File: src/rtl/riscv_pkg.sv
// Base RISC-V types shared across the core: register index and datapath word.
package riscv_pkg;

    localparam int unsigned XLEN  = 32;
    localparam int unsigned REG_W = 5;

    typedef logic [XLEN-1:0]  data_t;
    typedef logic [REG_W-1:0] reg_t;

endpackage

File: src/rtl/tortoise_pkg.sv
// Core-level configuration constants and commit-stage types.
package tortoise_pkg;

    import riscv_pkg::*;

    localparam int unsigned COMMIT_DEPTH     = 4;
    localparam int unsigned GPREG_READ_PORTS = 3;

    typedef struct packed {
        data_t pc;
        logic  we;
        reg_t  rd;
        data_t result;
        logic  exc;
        data_t cause;
    } commit_entry_t;

    typedef enum logic {
        RUN        = 1'b0,
        WAIT_FLUSH = 1'b1
    } commit_state_e;

endpackage

File: src/rtl/commit_bypass.sv
// Bypass lookup for one read port: youngest matching commit-queue entry wins.
module commit_bypass
    import riscv_pkg::*;
    import tortoise_pkg::*;
#(
    parameter int unsigned DEPTH = COMMIT_DEPTH
) (
    input  logic [DEPTH-1:0]                cand_i,
    input  logic [DEPTH-1:0][REG_W-1:0]     rd_i,
    input  logic [DEPTH-1:0][XLEN-1:0]      result_i,
    input  logic [$clog2(DEPTH)-1:0]        tail_i,
    input  reg_t                            reg_i,
    output logic                            hit_o,
    output data_t                           data_o
);

    localparam int unsigned PTR_W = $clog2(DEPTH);

    logic [PTR_W-1:0] idx;

    // Walk from tail-1 backwards; the first candidate with a matching rd is the youngest
    always_comb begin
        hit_o  = 1'b0;
        data_o = '0;
        idx    = '0;
        for (int k = 0; k < DEPTH; k++) begin
            idx = tail_i - PTR_W'(k + 1);
            if (!hit_o && cand_i[idx] && (rd_i[idx] == reg_i)) begin
                hit_o  = 1'b1;
                data_o = result_i[idx];
            end
        end
    end

endmodule

File: src/rtl/commit_queue.sv
// In-order commit queue feeding the GP register-file write port, with precise exceptions.
// Optional bypass search over queued results is built when COMMIT_QUEUE_BYPASS_EN is defined.
module commit_queue
    import riscv_pkg::*;
    import tortoise_pkg::*;
#(
    parameter int unsigned DEPTH         = COMMIT_DEPTH,
    parameter int unsigned NR_READ_PORTS = GPREG_READ_PORTS
) (
    input  logic                                 clk_i,
    input  logic                                 rst_ni,
    input  logic                                 flush_i,
    input  logic                                 debug_mode_i,
    input  logic                                 valid_i,
    output logic                                 ready_o,
    input  logic [XLEN-1:0]                      pc_i,
    input  logic                                 we_i,
    input  logic [REG_W-1:0]                     rd_i,
    input  logic [XLEN-1:0]                      result_i,
    input  logic                                 exc_i,
    input  logic [XLEN-1:0]                      cause_i,
    output logic                                 w_en_o,
    output logic [REG_W-1:0]                     w_reg_o,
    output logic [XLEN-1:0]                      w_data_o,
    output logic                                 commit_o,
    output logic [XLEN-1:0]                      commit_pc_o,
    output logic                                 exc_o,
    output logic [XLEN-1:0]                      exc_cause_o,
    output logic [XLEN-1:0]                      exc_pc_o,
    input  logic [NR_READ_PORTS-1:0][REG_W-1:0]  byp_reg_i,
    output logic [NR_READ_PORTS-1:0]             byp_hit_o,
    output logic [NR_READ_PORTS-1:0][XLEN-1:0]   byp_data_o
);

    localparam int unsigned PTR_W = $clog2(DEPTH);
    localparam int unsigned CNT_W = PTR_W + 1;

    commit_entry_t     entries_q [DEPTH];
    commit_entry_t     entries_d [DEPTH];
    logic [PTR_W-1:0]  wr_ptr_q, wr_ptr_d;
    logic [PTR_W-1:0]  rd_ptr_q, rd_ptr_d;
    logic [CNT_W-1:0]  count_q, count_d;
    commit_state_e     state_q, state_d;

    commit_entry_t     head;
    logic              full;
    logic              empty;
    logic              push;
    logic              pop;

    // State, pointers, occupancy and storage registers
    always_ff @(posedge clk_i or negedge rst_ni) begin
        if (!rst_ni) begin
            state_q  <= RUN;
            wr_ptr_q <= '0;
            rd_ptr_q <= '0;
            count_q  <= '0;
            for (int i = 0; i < DEPTH; i++) begin
                entries_q[i] <= '0;
            end
        end else begin
            state_q   <= state_d;
            wr_ptr_q  <= wr_ptr_d;
            rd_ptr_q  <= rd_ptr_d;
            count_q   <= count_d;
            entries_q <= entries_d;
        end
    end

    // Enqueue/retire decisions, next state and retirement outputs straight from the head entry
    always_comb begin
        state_d     = state_q;
        wr_ptr_d    = wr_ptr_q;
        rd_ptr_d    = rd_ptr_q;
        count_d     = count_q;
        entries_d   = entries_q;
        ready_o     = 1'b0;
        w_en_o      = 1'b0;
        w_reg_o     = '0;
        w_data_o    = '0;
        commit_o    = 1'b0;
        commit_pc_o = '0;
        exc_o       = 1'b0;
        exc_cause_o = '0;
        exc_pc_o    = '0;
        push        = 1'b0;
        pop         = 1'b0;

        head  = entries_q[rd_ptr_q];
        full  = (count_q == CNT_W'(DEPTH));
        empty = (count_q == '0);

        ready_o = rst_ni && (state_q == RUN) && !full;
        push    = valid_i && ready_o;

        if ((state_q == RUN) && !empty && !debug_mode_i) begin
            pop = 1'b1;
            if (head.exc) begin
                exc_o       = 1'b1;
                exc_cause_o = head.cause;
                exc_pc_o    = head.pc;
                state_d     = WAIT_FLUSH;
            end else begin
                commit_o    = 1'b1;
                commit_pc_o = head.pc;
                if (head.we && (head.rd != '0)) begin
                    w_en_o   = 1'b1;
                    w_reg_o  = head.rd;
                    w_data_o = head.result;
                end
            end
        end

        if (push) begin
            entries_d[wr_ptr_q] = '{pc: pc_i, we: we_i, rd: rd_i, result: result_i,
                                    exc: exc_i, cause: cause_i};
            wr_ptr_d = wr_ptr_q + PTR_W'(1);
        end
        if (pop) begin
            rd_ptr_d = rd_ptr_q + PTR_W'(1);
        end
        case ({push, pop})
            2'b10:   count_d = count_q + CNT_W'(1);
            2'b01:   count_d = count_q - CNT_W'(1);
            default: count_d = count_q;
        endcase

        // Flush discards everything, including anything accepted or retired this cycle
        if (flush_i) begin
            state_d  = RUN;
            wr_ptr_d = '0;
            rd_ptr_d = '0;
            count_d  = '0;
        end
    end

`ifdef COMMIT_QUEUE_BYPASS_EN
    logic [DEPTH-1:0]             byp_cand;
    logic [DEPTH-1:0][REG_W-1:0]  byp_rd;
    logic [DEPTH-1:0][XLEN-1:0]   byp_res;
    logic [PTR_W-1:0]             byp_age;

    // Mark slots that hold a live, non-faulting write to a real register
    always_comb begin
        byp_cand = '0;
        byp_rd   = '0;
        byp_res  = '0;
        byp_age  = '0;
        for (int i = 0; i < DEPTH; i++) begin
            byp_age     = PTR_W'(i) - rd_ptr_q;
            byp_cand[i] = ({1'b0, byp_age} < count_q) && entries_q[i].we &&
                          !entries_q[i].exc && (entries_q[i].rd != '0);
            byp_rd[i]   = entries_q[i].rd;
            byp_res[i]  = entries_q[i].result;
        end
    end

    for (genvar p = 0; p < NR_READ_PORTS; p++) begin : g_byp
        commit_bypass #(.DEPTH(DEPTH)) u_bypass (
            .cand_i   (byp_cand),
            .rd_i     (byp_rd),
            .result_i (byp_res),
            .tail_i   (wr_ptr_q),
            .reg_i    (byp_reg_i[p]),
            .hit_o    (byp_hit_o[p]),
            .data_o   (byp_data_o[p])
        );
    end
`else
    logic unused_byp_reg;

    assign byp_hit_o      = '0;
    assign byp_data_o     = '0;
    assign unused_byp_reg = ^byp_reg_i;
`endif

endmodule

File: config.mk
export PLATFORM = sky130hd
export DESIGN_NAME = commit_queue
export DESIGN_NICKNAME = d
export VERILOG_FILES = /design/src/rtl/riscv_pkg.sv /design/src/rtl/tortoise_pkg.sv /design/src/rtl/commit_bypass.sv /design/src/rtl/commit_queue.sv
export SDC_FILE = /design/constraint.sdc
export NUM_CORES = 1
export LEC_CHECK = 0
export BUFFER_PORTS_ARGS = -buffer_cell sky130_fd_sc_hd__buf_2
export CAP_MARGIN = 20
export CORE_MARGIN = 1.5
export CORE_UTILIZATION = 39
export DETAILED_ROUTE_END_ITERATION = 6
export HOLD_SLACK_MARGIN = 0.03
export PLACE_DENSITY = 0.71
export SLEW_MARGIN = 10
export SYNTH_ARGS = -nofsm -noshare
export SYNTH_HDL_FRONTEND = slang
export SYNTH_HIERARCHICAL = 1
export SYNTH_SLANG_ARGS = --single-unit
export TNS_END_PERCENT = 1
File: constraint.sdc
create_clock -name clk_i -period 4.1 [get_ports clk_i]
set_input_delay 0.205 -clock clk_i [delete_from_list [all_inputs] [get_ports clk_i]]
set_output_delay 0.205 -clock clk_i [all_outputs]
set_load 0.005 [all_outputs]
### After elaboration in Yosys (flattened, before gate mapping)

Index checks and enable logic that the tools add are counted.

* bits in registers: 420
* input bits: 123
* output and inout bits: 236
* word-level logic and storage cells: 94

* add/subtract/negate cells: 4
* magnitude comparators: 3
* eq/ne operators: 3
* mux-type cells: 35
* bitwise gates (word level): 3
* reductions and logical operators: 18

Operators with widths (count)
* $bwmux 412: 1
* $mux 103: 3
* $mux 32: 9
* $bmux 103 s2: 1
* $demux 103 s2: 1
* $mux 5: 3
* $mux 1: 11
* $mux 2: 4
* $reduce_bool 2->1: 4
* $logic_and 1x1->1: 7
* $ge 3x3->1 const B: 2
* $not 2->3: 2
* $pmux 3 s2: 1
* $reduce_bool 5->1: 1
* $add 2x1->2 const B: 2
* $add 3x1->3 const B: 1
* $eq 3x3->1 const B: 1
* $logic_not 1->1: 3
* $logic_not 3->1: 1
* $lt 3x1->1 const B: 1
* $mux 3: 1
* $reduce_bool 3->1: 1
* $sub 3x1->3 const B: 1
* $eq 2x1->1 const B: 1
* other kinds (3): 3

### Longest topological paths before layout

* word-level depth: 9
* depth in mapped cells: 8

### Least setup slack after synthesis

Ideal clock, no wire load.

* kind: flip-flop to output port
* start: reg rd_ptr_q[0]
* end: out w_data_o[21]
* data arrival time: 2.012 ns
* required time: 3.895 ns
* path slack: 1.883 ns
* cell stages (with the launch flop): 7
* buffers on the path: 2
* cell sequence: dfrtp_1 -> buf_2 -> mux4_2 -> or4_1 -> o21a_1 -> buf_2 -> and2_1

* longest elaborated chain between the ends: 9

RTL lines
* from (decl): line commit_queue.sv:41 `logic [PTR_W-1:0] rd_ptr_q, rd_ptr_d;`
* from (signal assigned): line commit_queue.sv:64 `rd_ptr_q <= rd_ptr_d;`
* $not 2->3 (not written as such) *: line commit_queue.sv:89 `head = entries_q[rd_ptr_q];`
* $bmux 103 s2 *: line commit_queue.sv:89
* $mux 103 (not written as such) * (2 in a row): line commit_queue.sv:89
* $reduce_bool 5->1: line commit_queue.sv:106 `if (head.we && (head.rd != '0)) begin`
* $logic_and 1x1->1: line commit_queue.sv:106
* $mux 32: line commit_queue.sv:106
* $mux 32 *: line commit_queue.sv:98 `if (head.exc) begin`
* $mux 32 *: line commit_queue.sv:96 `if ((state_q == RUN) && !empty && !debug_mode_i) begin`
* to (decl): line commit_queue.sv:24 `output logic [XLEN-1:0] w_data_o,`

Every way passes the cells marked *; elsewhere a longest branch is shown, timed or not. The select of a mux whose other input is x is not followed.

### Worst setup path in the final report

* start: reg rd_ptr_q[0]
* end: out w_data_o[7]

Same word-level chain as after synthesis.

==> results.sh <==
export IMPL_switching_share_pct=27.61
export IMPL_numCtsBuffers=45
export IMPL_rows=82
export IMPL_drv_cap=0
export IMPL_drc_errors=0
export IMPL_p_switching_w=0.004315
export IMPL_peakVddDrop_mv=0.3562
export IMPL_cts_resized=0
export IMPL_dr_first_iter_drc_count=438
export IMPL_die_width_um=228.1
export IMPL_combPwrFrac_pct=31.9
export IMPL_pwr_share_seq_pct=42.1
export IMPL_grt_use_total_pct=16.81
export IMPL_htree_levels=2
export IMPL_ys_seq_area_share_pct=53.17
export IMPL_layout_nets=1762
export IMPL_start_util_pct=39.48
export IMPL_ys_warn_count=6
export IMPL_worst_pin_slew_ps=961.9
export IMPL_worst_setup_path_end_kind="output port"
export IMPL_grt_overflow=0
export IMPL_netlist_area_leader_share_pct=53.17
export IMPL_ant_nets=0
export IMPL_cp_arrival_ps=3180
export IMPL_path_cells="mux4_2 > nor4b_2 > o21a_1 > buf_4 > and2_1 > buf_2"
export IMPL_rsz0062_at_grt="no"
export IMPL_place_congestion=0.7474
export IMPL_start_kind="register"
export IMPL_finalWirelength_um=43180
export IMPL_max_freq_mhz=295.4
export IMPL_clockBufferDepth=3
export IMPL_slowest_delay_ps=670
export IMPL_synthTopCellsByCount="dfrtp_1, mux2_2, mux4_2"
export IMPL_clockRootBuffer="clkbuf_16"
export IMPL_wl_met3_um=2309
export IMPL_coreArea_um2=50070
export IMPL_final_setup_viol_count=0
export IMPL_critPathRequiredTime_ps=3890
export IMPL_routed_via_density=4.924
export IMPL_outcome="finished, final reports clean"
export IMPL_p_total_w=0.01563
export IMPL_cts_sinks=420
export IMPL_dr_wl_met2_um=21440
export IMPL_syn_inst=1299
export IMPL_p_per_area_nw_per_um2=652.9
export IMPL_syn_avg_cell_area_um2=15.22
export IMPL_grt_pass1_vias=12687
export IMPL_hpwl_um=26890
export IMPL_grt_pass1_wl_um=69690
export IMPL_syn_area_um2=19770
export IMPL_fillers=4381
export IMPL_grt_antenna_before_repair=5
export IMPL_skew_ps=16.86
export IMPL_placed_area_um2=21410
export IMPL_cp_max_fo=33
export IMPL_cts_tree="yes"
export IMPL_drive_above_1_share_pct=51.80
export IMPL_synthDistinctLibCells=27
export IMPL_clkPwrFrac_pct=25.9
export IMPL_intPower_w=0.01131
export IMPL_met1Wirelength_um=18510
export IMPL_maxSlewViolCount=0
export IMPL_area_growth_pct=21.11
export IMPL_portBuffers=244
export IMPL_final_cell_area_um2=23940
export IMPL_hold_class="in -> async"
export IMPL_die_h_um=228.1
export IMPL_synth_most_common_cell="dfrtp_1"
export IMPL_die_area_um2=52040
export IMPL_min_period_ps=3385
export IMPL_critPathKind="reg -> out"
export IMPL_clk_pin_slew_worst_paths_ps=60
export IMPL_rrSetupSlack_ps=1380
export IMPL_post_route_period_util_pct=82.55
export IMPL_synth_largest_area_cell="dfrtp_1"
export IMPL_synth_area_top_cells="dfrtp_1, mux2_2, mux4_2"
export IMPL_ys_ff_latch=420
export IMPL_vias=11526
export IMPL_pin_count=359
export IMPL_clk_insertion_delay_late_ps=570
export IMPL_cp_slowest_cell="dfrtp_4"
export IMPL_finalSetupTns_ps=0
export IMPL_asyncSetResetFlopFracSynth_pct=100.0
export IMPL_leakage_nw=11.34
export IMPL_synth_flop_cell="dfrtp_1"
export IMPL_grt_max_degree=166
export IMPL_synth_edf_count=0
export IMPL_firstDrtPassIters=4
export IMPL_maxUsedRoutingLayer="met5"
export IMPL_hold_violations=0
export IMPL_avgRoutedWirePerCell_um=18.45
export IMPL_relSlewSlack_pct=35.88
[final cells by class]
| cell class | instances | area (µm²) | area share [%] |
|---|---|---|---|
| flip-flops and latches | 420 | 10520 | 43.94 |
| diodes | 1 | 2.502 | 0.01045 |
| repair buffers | 372 | 2542 | 10.62 |
| inverters | 4 | 15.01 | 0.06272 |
| clock inverters | 10 | 112.6 | 0.4704 |
| multi-input cells | 791 | 8541 | 35.68 |
| well taps | 672 | 840.8 | 3.512 |
| clock buffers | 71 | 1366 | 5.708 |
[layer usage]
layer | track usage (%) | up-vias
met5 | 0 | -
met4 | 4.946 | 10
met3 | 3.850 | 67
met2 | 28.84 | 284
met1 | 21.19 | 6017
li1 | - | 5148
[cell usage in the layout, fill, tap and decap left out, types with 2 or more instances in the layout]
cell type      instances
nor2b_1               66
clkinvlp_4             2
dlygate4sd3_1        105
conb_1                99
and2_1                69
mux2i_1                3
buf_2                243
nor2_1                 7
buf_4                 16
xnor2_1                2
clkbuf_8              10
dfrtp_1              418
or2_2                  2
clkbuf_1              14
bufinv_16              2
buf_12                 7
inv_1                  4
o21a_1                 2
nand2_4                4
dfrtp_4                2
mux2_2               414
clkbuf_16             47
ha_1                   4
xor2_1                 2
mux4_2               103
nor3b_1                3
clkinv_2               4
nand2b_1               2
[flip-flops by register name, indices dropped and copies added (netlist names)]
register	count
entries_q	412
count_q	3
rd_ptr_q	2
wr_ptr_q	2
state_q	1
[cell families (layout without fill, tap and decap cells)]
group,Yosys count,count (layout),synth area share (%)
muxes,520,520,35.48
DFF,420,420,53.17
buffers and inverters,186,457,5.685
and+or+nand+nor,160,160,5.014
adders and majority gates,5,5,0.3545
xor gates and xnor gates,4,4,0.1773
AOI/OAI and AO/OA,3,3,0.1012
other,1,100,0.01897
[power groups by stage]
stage	logic (W)	clock network, W	registers, W
finish	0.00499	0.00405	0.00658
global route	0.00542	0.00434	0.00680
CTS	0.00509	0.00419	0.00659
detailed placement	0.00500	0	0.00666
global placement	0.00483	0	0.00652
floorplan	0.00392	0	0.00632
[worst max-delay path, delay by kind of cell, from the launching register on]
kind | cells | cell delay, ps
simple gates | 2 | 690
flops | 1 | 670
mux | 1 | 610
buf+inv | 2 | 400
compound gates | 1 | 190
[what timing repair did]
| action | in CTS | in global routing |
|---|---|---|
| hold buffers | 105 | 0 |
| buffers inserted | 0 | 0 |
| endpoints found under the hold margin | 464 | 0 |
[final timing paths]
path | startpoint | end | cells past startpoint
setup / recovery | rd_ptr_q[0]$_DFFE_PN0P_ | w_data_o[7] | 6
hold / removal | rst_ni | entries_q[117]$_DFFE_PN0P_ | 2
setup reg to reg | count_q[0]$_DFFE_PN0P_ | entries_q[218]$_DFFE_PN0P_ | 6
hold reg to reg | entries_q[149]$_DFFE_PN0P_ | entries_q[149]$_DFFE_PN0P_ | 1
max in group asynchronous | rst_ni | rd_ptr_q[1]$_DFFE_PN0P_ | 4
min in group clk_i | debug_mode_i | rd_ptr_q[1]$_DFFE_PN0P_ | 5
[metrics by stage]
stage | hold slack [ps] | setup slack [ps] | instances | utilization, %
after detailed placement | 139.1 | 1275 | 2154 | 42.75
after global routing | 146.2 | 496.8 | 2340 | 47.81
after CTS | 109.7 | 629.5 | 2340 | 47.81
after floorplan | -90.59 | 1883 | 1397 | -
after global placement | 133.7 | 1336 | 2154 | 42.75
final | 128.2 | 715.3 | 2341 | 47.81
Note: power is estimated with default switching activity, not from simulation.
